**config.mk**
```make
export PLATFORM = sky130hd
export DESIGN_NAME = hazard_stall_unit
export DESIGN_NICKNAME = d
export VERILOG_FILES = /design/src/rtl/hazard_stall_unit_pkg.sv /design/src/rtl/hazard_stall_unit_hazard_detect.sv /design/src/rtl/hazard_stall_unit.sv
export SDC_FILE = /design/constraint.sdc
export NUM_CORES = 1
export LEC_CHECK = 0
export ABC_AREA = 1
export BUFFER_PORTS_ARGS = -buffer_cell sky130_fd_sc_hd__clkbuf_2
export CAP_MARGIN = 20
export CORE_AREA = 2 2 39 41
export CTS_CLUSTER_DIAMETER = 30
export DETAILED_ROUTE_END_ITERATION = 10
export DIE_AREA = 0 0 41 43
export PLACE_DENSITY = 0.69
export REMOVE_ABC_BUFFERS = 1
export SKIP_LAST_GASP = 1
export SLEW_MARGIN = 20
export SYNTH_ARGS = -nofsm -noshare
export SYNTH_HDL_FRONTEND = slang
export SYNTH_SLANG_ARGS = --single-unit
```
**constraint.sdc**
```tcl
create_clock -name clk -period 1.55 [get_ports clk]
set_clock_uncertainty 0.2 [all_clocks]
set_input_delay 0.0775 -clock clk [delete_from_list [all_inputs] [get_ports clk]]
set_output_delay 0.0775 -clock clk [all_outputs]
set_load 0.01 [all_outputs]
```
**src/rtl/hazard_stall_unit_pkg.sv**
```systemverilog
// Shared CPU pipeline-control definitions: FSM state encoding, register
// address width default and the hard-wired zero register.
package hazard_stall_unit_pkg;

  localparam int REG_ADDR_W_DEF = 4;
  localparam int ZERO_REG       = 0;

  typedef enum logic {
    ST_IDLE     = 1'b0,
    ST_MUL_WAIT = 1'b1
  } state_e;

endpackage

```
**src/rtl/hazard_stall_unit_hazard_detect.sv**
```systemverilog
// Load-use comparator: flags an ID instruction reading the destination of a load in EX.
// Purely combinational, zero latency; no flow control.
module hazard_detect
  import hazard_stall_unit_pkg::*;
#(
  parameter int REG_ADDR_W = REG_ADDR_W_DEF
) (
  input  logic                  ex_mem_read,
  input  logic [REG_ADDR_W-1:0] ex_rd,
  input  logic [REG_ADDR_W-1:0] id_rs,
  input  logic [REG_ADDR_W-1:0] id_rt,
  input  logic                  id_uses_rt,
  output logic                  load_use
);

  logic rd_nonzero;
  logic rs_match;
  logic rt_match;

  assign rd_nonzero = (ex_rd != REG_ADDR_W'(ZERO_REG));
  assign rs_match   = (ex_rd == id_rs);
  assign rt_match   = id_uses_rt & (ex_rd == id_rt);
  assign load_use   = ex_mem_read & rd_nonzero & (rs_match | rt_match);

endmodule

```
**src/rtl/hazard_stall_unit.sv**
```systemverilog
// Pipeline lock/bubble/flush control for load-use, multi-cycle EX ops and taken branches.
// Outputs are combinational from state and inputs (zero latency); no handshake, stalls are imposed.
module hazard_stall_unit
  import hazard_stall_unit_pkg::*;
#(
  parameter int REG_ADDR_W = REG_ADDR_W_DEF,
  parameter int MUL_CYCLES = 4,
  parameter int CNT_W      = 3
) (
  input  logic                  clk,
  input  logic                  rst,
  input  logic [REG_ADDR_W-1:0] id_rs,
  input  logic [REG_ADDR_W-1:0] id_rt,
  input  logic                  id_uses_rt,
  input  logic [REG_ADDR_W-1:0] ex_rd,
  input  logic                  ex_mem_read,
  input  logic                  ex_mul_start,
  input  logic                  branch_taken,
  output logic                  pc_dis,
  output logic                  ifid_dis,
  output logic                  idex_dis,
  output logic                  idex_bubble,
  output logic                  flush,
  output logic                  busy
);

  localparam logic [CNT_W-1:0] CNT_LOAD = CNT_W'(MUL_CYCLES - 2);

  state_e           state_q, state_d;
  logic [CNT_W-1:0] cnt_q, cnt_d;
  logic             pend_flush_q, pend_flush_d;
  logic             load_use;

  hazard_detect #(
    .REG_ADDR_W (REG_ADDR_W)
  ) u_hazard_detect (
    .ex_mem_read (ex_mem_read),
    .ex_rd       (ex_rd),
    .id_rs       (id_rs),
    .id_rt       (id_rt),
    .id_uses_rt  (id_uses_rt),
    .load_use    (load_use)
  );

  always_comb begin
    state_d      = state_q;
    cnt_d        = cnt_q;
    pend_flush_d = pend_flush_q;
    pc_dis       = 1'b0;
    ifid_dis     = 1'b0;
    idex_dis     = 1'b0;
    idex_bubble  = 1'b0;
    flush        = 1'b0;
    busy         = 1'b0;
    if (!rst) begin
      case (state_q)
        ST_IDLE: begin
          // A branch taken while the front was frozen is honoured on the first free cycle.
          if (pend_flush_q) begin
            flush        = 1'b1;
            idex_bubble  = 1'b1;
            pend_flush_d = 1'b0;
          end else if (branch_taken) begin
            flush       = 1'b1;
            idex_bubble = 1'b1;
          end else if (ex_mul_start) begin
            pc_dis   = 1'b1;
            ifid_dis = 1'b1;
            idex_dis = 1'b1;
            busy     = 1'b1;
            state_d  = ST_MUL_WAIT;
            cnt_d    = CNT_LOAD;
          end else if (load_use) begin
            pc_dis      = 1'b1;
            ifid_dis    = 1'b1;
            idex_bubble = 1'b1;
          end
        end
        ST_MUL_WAIT: begin
          pc_dis   = 1'b1;
          ifid_dis = 1'b1;
          idex_dis = 1'b1;
          busy     = 1'b1;
          if (branch_taken) begin
            pend_flush_d = 1'b1;
          end
          if (cnt_q == '0) begin
            state_d = ST_IDLE;
          end else begin
            cnt_d = cnt_q - 1'b1;
          end
        end
        default: begin
          state_d = ST_IDLE;
        end
      endcase
    end
  end

  always_ff @(posedge clk) begin
    if (rst) begin
      state_q      <= ST_IDLE;
      cnt_q        <= '0;
      pend_flush_q <= 1'b0;
    end else begin
      state_q      <= state_d;
      cnt_q        <= cnt_d;
      pend_flush_q <= pend_flush_d;
    end
  end

endmodule

```
==> results of run 1 <==
-- cell usage after synthesis --
cell / count / share of area [%]
sky130_fd_sc_hd__nand3_1: 3 / 3.2
sky130_fd_sc_hd__inv_2: 2 / 1.6
sky130_fd_sc_hd__xor2_1: 2 / 3.7
sky130_fd_sc_hd__dfxtp_1: 5 / 21
sky130_fd_sc_hd__inv_1: 14 / 11
sky130_fd_sc_hd__o21ai_0: 4 / 4.3
sky130_fd_sc_hd__nor3_1: 3 / 3.2
sky130_fd_sc_hd__a21boi_1: 1 / 1.6
sky130_fd_sc_hd__clkinv_1: 1 / 0.80
sky130_fd_sc_hd__ha_1: 2 / 5.3
sky130_fd_sc_hd__nand2_1: 19 / 15
sky130_fd_sc_hd__o21ai_4: 1 / 3.5
sky130_fd_sc_hd__nand2_2: 1 / 1.3
sky130_fd_sc_hd__o211ai_2: 1 / 2.7
sky130_fd_sc_hd__a21oi_1: 1 / 1.1
sky130_fd_sc_hd__or2_4: 1 / 1.9
sky130_fd_sc_hd__nand3_4: 1 / 3.7
sky130_fd_sc_hd__a21oi_2: 1 / 1.9
sky130_fd_sc_hd__nor2_1: 12 / 9.6
sky130_fd_sc_hd__buf_4: 2 / 3.2
-- layout make-up --
cell class,count,area share (%)
sequential,5,15.8
multi-input combinational,53,47.0
inverter,17,9.70
tap,16,3.04
clock buffer,4,3.99
timing repair buffer,25,20.5
-- per-stage QoR --
| stage | setup TNS (ns) | std cells |
|---|---|---|
| 2_1_floorplan | 0 | 75 |
| 3_3_place_gp | 0 | 114 |
| 3_5_place_dp | 0 | 114 |
| 4_1_cts | 0 | 120 |
| 5_1_grt | -0.0251 | 120 |
| 6_report | 0 | 120 |
-- how the worst min path moves through the flow --
stage                 start                     to  cells past startpoint
2_1_floorplan           rst  cnt_q[2]$_SDFFE_PP0P_                      1
3_3_place_gp            rst  cnt_q[2]$_SDFFE_PP0P_                      2
3_5_place_dp            rst     state_q$_SDFF_PP0_                      2
4_1_cts        branch_taken     state_q$_SDFF_PP0_                      4
5_1_grt        branch_taken     state_q$_SDFF_PP0_                      4
6_report       branch_taken     state_q$_SDFF_PP0_                      4
-- timing repair --
| item | CTS | global route |
|---|---|---|
| gates cloned | 0 | 0 |
| hold buffers | 2 | 0 |
| pin swaps | 0 | 2 |
| setup endpoints to repair | 2 | 5 |
| gates resized for setup | 2 | 6 |
| endpoints found under the hold margin | 3 | 0 |
-- logic make-up (layout without fill, tap and decap cells) --
logic type	after synthesis	in the layout	synth area share, %
AO/OA/AOI/OAI	9	9	14.9
XOR/XNOR	2	2	3.72
adder cells (fa/ha/maj)	2	2	5.32
buffers and inverters	19	46	16.8
flip-flops	5	5	21.3
AND/OR/NAND/NOR	40	40	38.0
-- power breakdown --
part | switching, mW | internal, mW | total, mW
logic | 0.0797 | 0.0658 | 0.145
clock network | 0.0498 | 0.0971 | 0.147
registers | 0.00464 | 0.136 | 0.141
total | 0.134 | 0.299 | 0.433
-- flip-flops by register name, summed over array words and instances, names as in the netlist --
signal / count
pend_flush_q: 1
cnt_q: 3
state_q: 1
-- metal layers --
metal | global-route usage (%) | vias to the layer above
li1 | - | 286
met1 | 13.0 | 215
met2 | 20.9 | 22
met3 | 5.24 | 4
met4 | 10.0 | 0
met5 | 0 | -
-- critical path: cells and delay by family (launching register included) --
kind | cells | cell delay [ns]
flops | 1 | 0.35
simple gates | 4 | 0.44
buf+inv | 2 | 0.18
==> summary.md, run 1 <==
| Metric | Value |
|---|---|
| Outcome | complete, but fails checks |
| Violations in the final reports | negative hold slack |
| Total via count after detailed routing | 527 |
| Startpoint types | register |
| Synthesized cell area | 470 sq um |
| Slew Viols, Final | 0 |
| Worst Setup End Kind | output port |
| Cell-by-cell trace of the critical path | or2_4 > nand2_2 > nor2_4 > inv_1 > nand2_2 > clkbuf_2 |
| Max stage delay cell, worst path | sky130_fd_sc_hd__dfxtp_4 |
| Final Hold Fails | 1 |
| Detailed route wirelength on metal2 | 444 microns |
| Maximum number of pins on one net before global-route repair | 6 |
| Post-detailed-route wirelength per cell | 8.10 microns |
| Worst reg-to-reg path cell count | 7 |
| Wire length of the first global-routing pass | 1.57 mm |
| Initial drt markers | 3 |
| Clock tree root buffer cell | sky130_fd_sc_hd__clkbuf_4 |
| Uppermost metal layer occupied by signal nets | met4 |
| Number of H-tree levels | 1 |
| Worst Path Max Fanout | 4 |
| Leakage power total | 0.369 nW |
| Final weighted congestion of routability-driven global placement | 0.673 |
| Critical path's largest stage delay | 0.35 ns |
| Worst-Skew Late Latency | 0.24 ns |
| Unrepaired setup endpoints after global routing | yes |
| Least setup slack across all paths after layout | 0.0607 ns |
| WL met3 | 97 microns |
| Number of clock sinks | 5 |
| Worst hold path type | in2reg |
| Core Area | 1380 sq um |
| Synth Warn # | 0 |
| GRT Residual Overflow | 0 |
| Post-Route Hold Slack | -0.00295 ns |
| Reg2reg end | cnt_q[0]$_SDFFE_PP0P_ |
| Slew at the pin closest to its max-slew limit | 0.219 ns |
| Syn Area/Cell | 6.11 sq um |
| Area post-placement | 591 sq um |
| Max Fclk | 0.671 GHz |
| Crit Path Category | reg2out |
| Count of state elements after synthesis | 5 |
| Number of top-level design ports | 24 |
| Ratio of cells with drive above 1 in the final layout | 38.5% |
| Layout area overhead | 39.9% |
| Worst setup path startpoint | state_q$_SDFF_PP0_ |
| All-Layer GR Usage | 13.3% |
| Tmin final | 1.49 ns |
| Final setup violation count | 0 |
| Clock-pin slew on the worst setup and hold paths | 0.04 ns |
| Count of cell types in the netlist | 20 |
| Number of antenna violations at the first check in global routing | 0 |
| Cell count after synthesis | 77 |
| Total Nets Final | 125 |
| Number of design rule violations left after detail routing | 0 |
| Diode count | 0 |
| First-pass iteration count of the detailed router | 4 |
| Wire length reported by the detailed router | 972 microns |
| Max-slew headroom at the worst pin | 85.3% |
| Final Core Density | 47.6% |
| Worst supply voltage drop on vdd | 0.355 mV |
| Placement Setup Slack | 0.0460 ns |
| Commonest non-fill, non-tap cell in the layout | sky130_fd_sc_hd__clkbuf_2 |
| Maximum capacitance violations | 0 |
| Dpl hpwl | 803 microns |
| FILL cells | 151 |
| Register cell area after layout | 104 sq um |
| Via-per-instance ratio | 4.39 |
| Initial cell density of the core | 34.0% |
| Area occupied by multi-input gates | 309 sq um |
| Fin area | 658 sq um |
| Period Utilization, post-route | 96.1% |
| Site row count | 14 |
| Power per standard cell area | 658 nW/um^2 |
| Critical path capture point | ifid_dis |
| Total power after layout | 433 uW |
| Count of buffers added by post-CTS timing repair for setup | 0 |
| Arrival time of the worst setup path | 1.21 ns |
| Inserted Clock Buffers | 3 |
| Die span in y | 43 microns |
| Worst path required time | 1.27 ns |
| TritonCTS clock tree | done |
| Number of input and output port buffers inserted | 23 |
| Worst path most repeated cell | sky130_fd_sc_hd__nand2_2 |
| Reg2reg setup slack | 0.10 ns |
| Seq/Total Area, Yosys | 21.3% |
| Antenna-violating nets left | 0 |
| Length of routed wiring on met1 | 409 microns |
| Die boundary width | 41 microns |
| Buffer levels on the longest clock path | 2 |
| Number of global-route vias before repair | 447 |
| Die area | 1760 sq um |
| Commonest cells after routing, fill and taps aside | sky130_fd_sc_hd__clkbuf_2 (23), sky130_fd_sc_hd__nand2_1 (17), sky130_fd_sc_hd__inv_1 (14) |
| Worst R2R Start | cnt_q[0]$_SDFFE_PP0P_ |
Power figures use the tool's default switching activity.
==> run 2, diff against run 1 <==
clock period = 1.9 ns   (was 1.55 ns; I/O delays follow)
==> run 2 against run 1 <==
Net effect: the run now ends clean; hold slack improved by 0.085 ns; routed wire length up 2.4%; first-iteration DRC count rose by 33%; worst setup slack improved by 0.078 ns; cell area shrank 3.2%; sequential cell count unchanged; non-clock buffer count did not move; final cell count unchanged; via count is 1.7% lower; count of clock-buffer cells in the layout did not move; sequential power down 18%; critical endpoint unchanged; largest power group unchanged.
==> summary.md, run 2 (synthesis gave the netlist of run 1 again) <==
| Metric | Value |
|---|---|
| Outcome | finished clean (was complete, but fails checks) |
| Period Utilization, post-route | 92.7% |
| Commonest non-fill, non-tap cell in the layout | sky130_fd_sc_hd__clkbuf_2 (unchanged) |
| GRT Residual Overflow | 0 (unchanged) |
| Grt peak-use layer | met2 (unchanged) |
| Number of buffer and inverter stages on the critical path | 4 (was 2) |
| Crit Path Category | in2out (was reg2out) |
| Worst path most repeated cell | sky130_fd_sc_hd__clkbuf_2 (was sky130_fd_sc_hd__nand2_2) |
| Layout area overhead | 35.4% (was 39.9%) |
| Number of design rule violations left after detail routing | 0 (unchanged) |
| Reg2reg setup slack | 0.38 ns (was 0.10 ns) |
| Clock-pin slew on the worst setup and hold paths | 0.04 ns (about the same) |
| Maximum number of pins on one net before global-route repair | 8 (was 6) |
| Number of top-level design ports | 24 (unchanged) |
| Startpoint types | input pin (was register) |
| Tmin final | 1.76 ns |
| TritonCTS clock tree | done (unchanged) |
| Total via count after detailed routing | 518 (was 527) |
| Slew at the pin closest to its max-slew limit | 0.256 ns (was 0.219 ns) |
| Initial cell density of the core | 34.0% (unchanged) |
| Net switching fraction of the power | 31.2% (was 31.0%) |
| Number of global-route vias before repair | 460 (was 447) |
| Total Nets Final | 125 (unchanged) |
| Die area | 1760 sq um (unchanged) |
| Site row count | 14 (unchanged) |
| Wire length of the first global-routing pass | 1.55 mm (was 1.57 mm) |
| Final sum of negative setup slack | 0 ns (unchanged) |
| Max-slew headroom at the worst pin | 82.8% (was 85.3%) |
| Arrival time of the worst setup path | 1.47 ns (was 1.21 ns) |
| Dpl hpwl | 826 microns (was 803 microns) |
| Delay-heaviest family, CP | buffers and inverters (was simple AND/OR/NAND/NOR gates) |
| Worst Path Max Fanout | 4 (unchanged) |
| Inserted Clock Buffers | 3 (unchanged) |
| Internal portion of total power | 241 uW (was 299 uW) |
| Reg2reg end | cnt_q[0]$_SDFFE_PP0P_ (unchanged) |
| All-Layer GR Usage | 12.6% (was 13.3%) |
| Max Fclk | 0.568 GHz |
| Placement Setup Slack | 0.389 ns (was 0.0460 ns) |
| Ratio of cells with drive above 1 in the final layout | 32.7% (was 38.5%) |
| Max stage delay cell, worst path | sky130_fd_sc_hd__dlygate4sd3_1 (was sky130_fd_sc_hd__dfxtp_4) |
| Combinational share of power | 31.9% (was 33.6%) |
| Worst path required time | 1.60 ns (was 1.27 ns) |
| Core Area | 1380 sq um (unchanged) |
| Largest Register | cnt_q (unchanged) |
| Final setup violation count | 0 (unchanged) |
| Area occupied by multi-input gates | 292 sq um (was 309 sq um) |
| Final weighted congestion of routability-driven global placement | 0.674 (was 0.673) |
| Worst reg-to-reg path cell count | 7 (unchanged) |
| Cell-by-cell trace of the critical path | dlygate4sd3_1 > clkbuf_2 > o21ai_4 > nand2_2 > nor2_1 > inv_1 > nand2_1 > clkbuf_2 (was or2_4 > nand2_2 > nor2_4 > inv_1 > nand2_2 > clkbuf_2) |
| Wire length reported by the detailed router | 995 microns (was 972 microns) |
| Number of clock sinks | 5 (unchanged) |
| Buffer levels on the longest clock path | 2 (unchanged) |
| Worst Setup End Kind | output port (unchanged) |
| Leakage power total | 0.369 nW (about the same) |
| Die boundary width | 41 microns (unchanged) |
| Stages on worst setup path | 8 (was 6) |
| Unrepaired setup endpoints after global routing | no (was yes) |
| Register cell area after layout | 100 sq um (was 104 sq um) |
| Part of the total power dissipated in sequential elements | 32.8% (was 32.5%) |
| Critical path's largest stage delay | 0.54 ns (was 0.35 ns) |
| Number of input and output port buffers inserted | 23 (unchanged) |
| Commonest cells after routing, fill and taps aside | sky130_fd_sc_hd__clkbuf_2 (23), sky130_fd_sc_hd__nand2_1 (19), sky130_fd_sc_hd__inv_1 (14) (was sky130_fd_sc_hd__clkbuf_2 (23), sky130_fd_sc_hd__nand2_1 (17), sky130_fd_sc_hd__inv_1 (14)) |
| Registers with the highest flip-flop counts | cnt_q: 3 flops, pend_flush_q: 1 flops, state_q: 1 flops (unchanged) |
| Slew Viols, Final | 0 (unchanged) |
| Number of antenna violations at the first check in global routing | 0 (unchanged) |
| Worst R2R Start | cnt_q[0]$_SDFFE_PP0P_ (unchanged) |
| Switching component of the power | 109 uW (was 134 uW) |
| Number of H-tree levels | 1 (unchanged) |
| Power per standard cell area | 550 nW/um^2 (was 658 nW/um^2) |
| Initial drt markers | 4 (was 3) |
| Via-per-instance ratio | 4.32 (was 4.39) |
| Final Hold Fails | 0 (was 1) |
| Least setup slack across all paths after layout | 0.139 ns (was 0.0607 ns) |
| Number of flip-flops in the largest register | 3 (unchanged) |
| Diode count | 0 (unchanged) |
| Clock tree root buffer cell | sky130_fd_sc_hd__clkbuf_4 (unchanged) |
| Antenna-violating nets left | 0 (unchanged) |
| Met1 Use GR | 12.4% (was 13.0%) |
| Maximum capacitance violations | 0 (unchanged) |
| Met3 GRT Util | 3.66% (was 5.24%) |
| Die span in y | 43 microns (unchanged) |
| Worst supply voltage drop on vdd | 0.308 mV (was 0.355 mV) |
| First-pass iteration count of the detailed router | 2 (was 4) |
| Worst setup path startpoint | branch_taken (was state_q$_SDFF_PP0_) |
| Worst hold path type | in2reg (unchanged) |
| Post-detailed-route wirelength per cell | 8.29 microns (was 8.10 microns) |
| Critical path capture point | ifid_dis (unchanged) |
| Share of power burned in the clock network | 35.3% (was 33.9%) |
| Met2 track demand over resource in global routing | 23.1% (was 20.9%) |
| Worst-Skew Late Latency | 0.24 ns (about the same) |
| FILL cells | 159 (was 151) |
## run 2: final cells by class
cell class                      instances  share of cell area [%]
Multi-Input combinational cell         53                    45.8
Timing Repair Buffer                   25                    21.2
Sequential cell                         5                    15.7
Inverter                               17                    10.0
Clock buffer                            4                    4.13
Tap cell                               16                    3.14
## run 2: routing by layer
layer	wire [microns]	part of all wire (%)
met1	405	41
met2	481	48
met3	98	9.8
met4	9	0.90
met5	0	0
## run 2: worst min path at each step
stage            startpoint               endpoint  cells past startpoint
5_1_grt        ex_mul_start     state_q$_SDFF_PP0_                      4
4_1_cts        ex_mul_start     state_q$_SDFF_PP0_                      4
3_3_place_gp            rst  cnt_q[2]$_SDFFE_PP0P_                      2
2_1_floorplan           rst  cnt_q[2]$_SDFFE_PP0P_                      1
3_5_place_dp            rst     state_q$_SDFF_PP0_                      2
6_report       ex_mul_start     state_q$_SDFF_PP0_                      4
## run 2: tightest hold or removal path: stages
cell	delay [ns]
sky130_fd_sc_hd__clkbuf_2	0.08
sky130_fd_sc_hd__or2_4	0.13
sky130_fd_sc_hd__nand3_4	0.09
sky130_fd_sc_hd__nor2_1	0.09
## run 2: power by group through the flow
stage	sequential (mW)	combinational (mW)	clock, mW
finish	0.115	0.112	0.124
global route	0.115	0.130	0.134
CTS	0.115	0.114	0.126
detailed placement	0.117	0.109	0
global placement	0.116	0.107	0
floorplan	0.116	0.0679	0
## run 2: per-stage QoR
| stage | std cells | hold slack (ns) | cell area (sq um) | power [mW] | utilization (%) |
|---|---|---|---|---|---|
| after CTS | 120 | 0.0809 | 637 | 0.354 | 46.0 |
| after global placement | 114 | 0.164 | 591 | 0.223 | 42.7 |
| final | 120 | 0.0817 | 637 | 0.350 | 46.0 |
| after global routing | 120 | 0.104 | 637 | 0.379 | 46.0 |
| after detailed placement | 114 | 0.172 | 591 | 0.226 | 42.7 |
| after floorplan | 75 | -0.0326 | 455 | 0.184 | - |
## run 2: repair_timing
item	in CTS	in global routing
gates resized for setup	0	0
hold buffers	2	0
buffers inserted	0	0
hold endpoints to repair	3	0
==> run 3, diff against run 2 <==
PLACE_DENSITY = not set   (was 0.69)
==> run 3 against run 2 <==
Net effect: maximum frequency is 2.9% higher; count of clock-buffer cells in the layout stayed put; global-route usage is 1.3 points lower; via count is 0.97% lower; first-iteration DRC count is 25% lower; cell area stayed put; routed wire length is 4.5% lower; worst setup slack better by 0.050 ns; critical path depth stayed put; critical path type unchanged; largest power group unchanged.
==> summary.md, run 3 (synthesis gave the netlist of run 1 again) <==
| Metric | Value |
|---|---|
| Outcome | finished clean (unchanged) |
| Number of antenna violations at the first check in global routing | 0 (unchanged) |
| Post-detailed-route wirelength per cell | 7.92 microns (was 8.29 microns) |
| Antenna-violating nets left | 0 (unchanged) |
| Commonest non-fill, non-tap cell in the layout | sky130_fd_sc_hd__clkbuf_2 (unchanged) |
| Unrepaired setup endpoints after global routing | no (unchanged) |
| Final weighted congestion of routability-driven global placement | 0.752 (was 0.674) |
| Final Hold Fails | 0 (unchanged) |
| All-Layer GR Usage | 11.3% (was 12.6%) |
| Worst path required time | 1.60 ns (about the same) |
| Total Nets Final | 125 (unchanged) |
| Initial cell density of the core | 34.0% (unchanged) |
| Layout area overhead | 35.4% (unchanged) |
| Period Utilization, post-route | 90.1% (was 92.7%) |
| Critical path capture point | ifid_dis (unchanged) |
| Clock-pin slew on the worst setup and hold paths | 0.04 ns (about the same) |
| Post_cts resized | 0 (unchanged) |
| Clock tree root buffer cell | sky130_fd_sc_hd__clkbuf_4 (unchanged) |
| Worst Path Max Fanout | 4 (unchanged) |
| Worst R2R Start | cnt_q[0]$_SDFFE_PP0P_ (unchanged) |
| Core Area | 1380 sq um (unchanged) |
| Number of H-tree levels | 1 (unchanged) |
| Worst reg-to-reg path cell count | 7 (unchanged) |
| Registers with the highest flip-flop counts | cnt_q: 3 flops, pend_flush_q: 1 flops, state_q: 1 flops (unchanged) |
| Total via count after detailed routing | 513 (was 518) |
| Worst-Skew Late Latency | 0.24 ns (about the same) |
| Worst hold path type | in2reg (unchanged) |
| Worst supply voltage drop on vdd | 0.339 mV (was 0.308 mV) |
| Ratio of cells with drive above 1 in the final layout | 32.7% (unchanged) |
| Reg2reg setup slack | 0.39 ns (was 0.38 ns) |
| Hold path start | ex_mul_start (unchanged) |
| Slew Viols, Final | 0 (unchanged) |
| Crit Path Category | in2out (unchanged) |
| Number of flip-flops in the largest register | 3 (unchanged) |
| Final setup violation count | 0 (unchanged) |
| Worst Setup End Kind | output port (unchanged) |
| Startpoint types | input pin (unchanged) |
| Leakage power total | 0.369 nW (unchanged) |
| Number of global-route vias before repair | 377 (was 460) |
| Power per standard cell area | 552 nW/um^2 (was 550 nW/um^2) |
| Diode count | 0 (unchanged) |
| Number of design rule violations left after detail routing | 0 (unchanged) |
| Die span in y | 43 microns (unchanged) |
| Site row count | 14 (unchanged) |
| Maximum number of pins on one net before global-route repair | 8 (unchanged) |
| Commonest cells after routing, fill and taps aside | sky130_fd_sc_hd__clkbuf_2 (23), sky130_fd_sc_hd__nand2_1 (19), sky130_fd_sc_hd__inv_1 (14) (unchanged) |
| Initial drt markers | 3 (was 4) |
| TritonCTS clock tree | done (unchanged) |
| Count of buffers added by post-CTS timing repair for setup | 0 (unchanged) |
| Arrival time of the worst setup path | 1.42 ns (was 1.47 ns) |
| Max-slew headroom at the worst pin | 85.6% (was 82.8%) |
| Total of hold buffers inserted after clock tree synthesis | 2 (unchanged) |
| Slew at the pin closest to its max-slew limit | 0.215 ns (was 0.256 ns) |
| Number of clock sinks | 5 (unchanged) |
| Final sum of negative setup slack | 0 ns (unchanged) |
| Maximum capacitance violations | 0 (unchanged) |
| Number of top-level design ports | 24 (unchanged) |
| Dpl hpwl | 796 microns (was 826 microns) |
| GRT Residual Overflow | 0 (unchanged) |
| Die boundary width | 41 microns (unchanged) |
| Via-per-instance ratio | 4.28 (was 4.32) |
| Buffer levels on the longest clock path | 2 (unchanged) |
| Max Fclk | 0.584 GHz (was 0.568 GHz) |
| First-pass iteration count of the detailed router | 3 (was 2) |
| Inserted Clock Buffers | 3 (unchanged) |
| Tmin final | 1.71 ns (was 1.76 ns) |
| Reg2reg end | cnt_q[0]$_SDFFE_PP0P_ (unchanged) |
| Total power after layout | 351 uW (was 350 uW) |
| Wire length reported by the detailed router | 950 microns (was 995 microns) |
| Worst setup path startpoint | branch_taken (unchanged) |
| Wire length of the first global-routing pass | 1.30 mm (was 1.55 mm) |
| Largest Register | cnt_q (unchanged) |
| Number of input and output port buffers inserted | 23 (unchanged) |
| Die area | 1760 sq um (unchanged) |
run 3: cell counts in the layout (fill, tap and decap cells not counted):
Identical to the previous run, type by type.
run 3: area by class of cell:
class / instances / area (sq um)
Clock buffer: 4 / 26.3
Fill cell: 157 / 747
Inverter: 17 / 63.8
Multi-Input combinational cell: 53 / 292
Sequential cell: 5 / 100
Tap cell: 16 / 20.0
Timing Repair Buffer: 25 / 135
run 3: critical path, stage by stage:
cell and delay (ns):
sky130_fd_sc_hd__dlygate4sd3_1 0.53, sky130_fd_sc_hd__clkbuf_2 0.13, sky130_fd_sc_hd__o21ai_4 0.19, sky130_fd_sc_hd__nand2_2 0.06, sky130_fd_sc_hd__nor2_1 0.16, sky130_fd_sc_hd__inv_1 0.05
sky130_fd_sc_hd__nand2_1 0.08, sky130_fd_sc_hd__clkbuf_2 0.13
run 3: report_power, final:
part           total, mW  internal [mW]  switching, mW
clock network      0.125         0.0795         0.0455
logic              0.112         0.0506         0.0612
registers          0.115          0.111        0.00336
total              0.351          0.241          0.110
run 3: how the worst min path moves through the flow:
| stage | end | slack, ns | cells past startpoint |
|---|---|---|---|
| after detailed placement | cnt_q[2]$_SDFFE_PP0P_ | 0.17 | 2 |
| after global placement | cnt_q[2]$_SDFFE_PP0P_ | 0.17 | 2 |
| after floorplan | cnt_q[2]$_SDFFE_PP0P_ | -0.03 | 1 |
| after global routing | state_q$_SDFF_PP0_ | 0.13 | 4 |
| final | state_q$_SDFF_PP0_ | 0.1 | 4 |
| after CTS | state_q$_SDFF_PP0_ | 0.11 | 4 |
run 3: routing by layer:
layer / wire length, microns / track usage, % / vias to the layer above / part of all wire [%]
met5: 0 / 0 / - / 0
met4: 23 / 10.0 / 0 / 2.4
met3: 93 / 3.14 / 4 / 9.8
met2: 430 / 18.4 / 19 / 45
met1: 402 / 10.4 / 203 / 42
li1: - / - / 287 / -
run 3: per-stage QoR:
step,hold WS [ns],instances,utilization [%],setup WS (ns),instance area [sq um]
after floorplan,-0.0326,75,-,0.470,455
after global placement,0.167,114,42.7,0.443,591
after detailed placement,0.172,114,42.7,0.405,591
after CTS,0.110,120,46.0,0.173,637
after global routing,0.126,120,46.0,0.105,637
final,0.0979,120,46.0,0.188,637
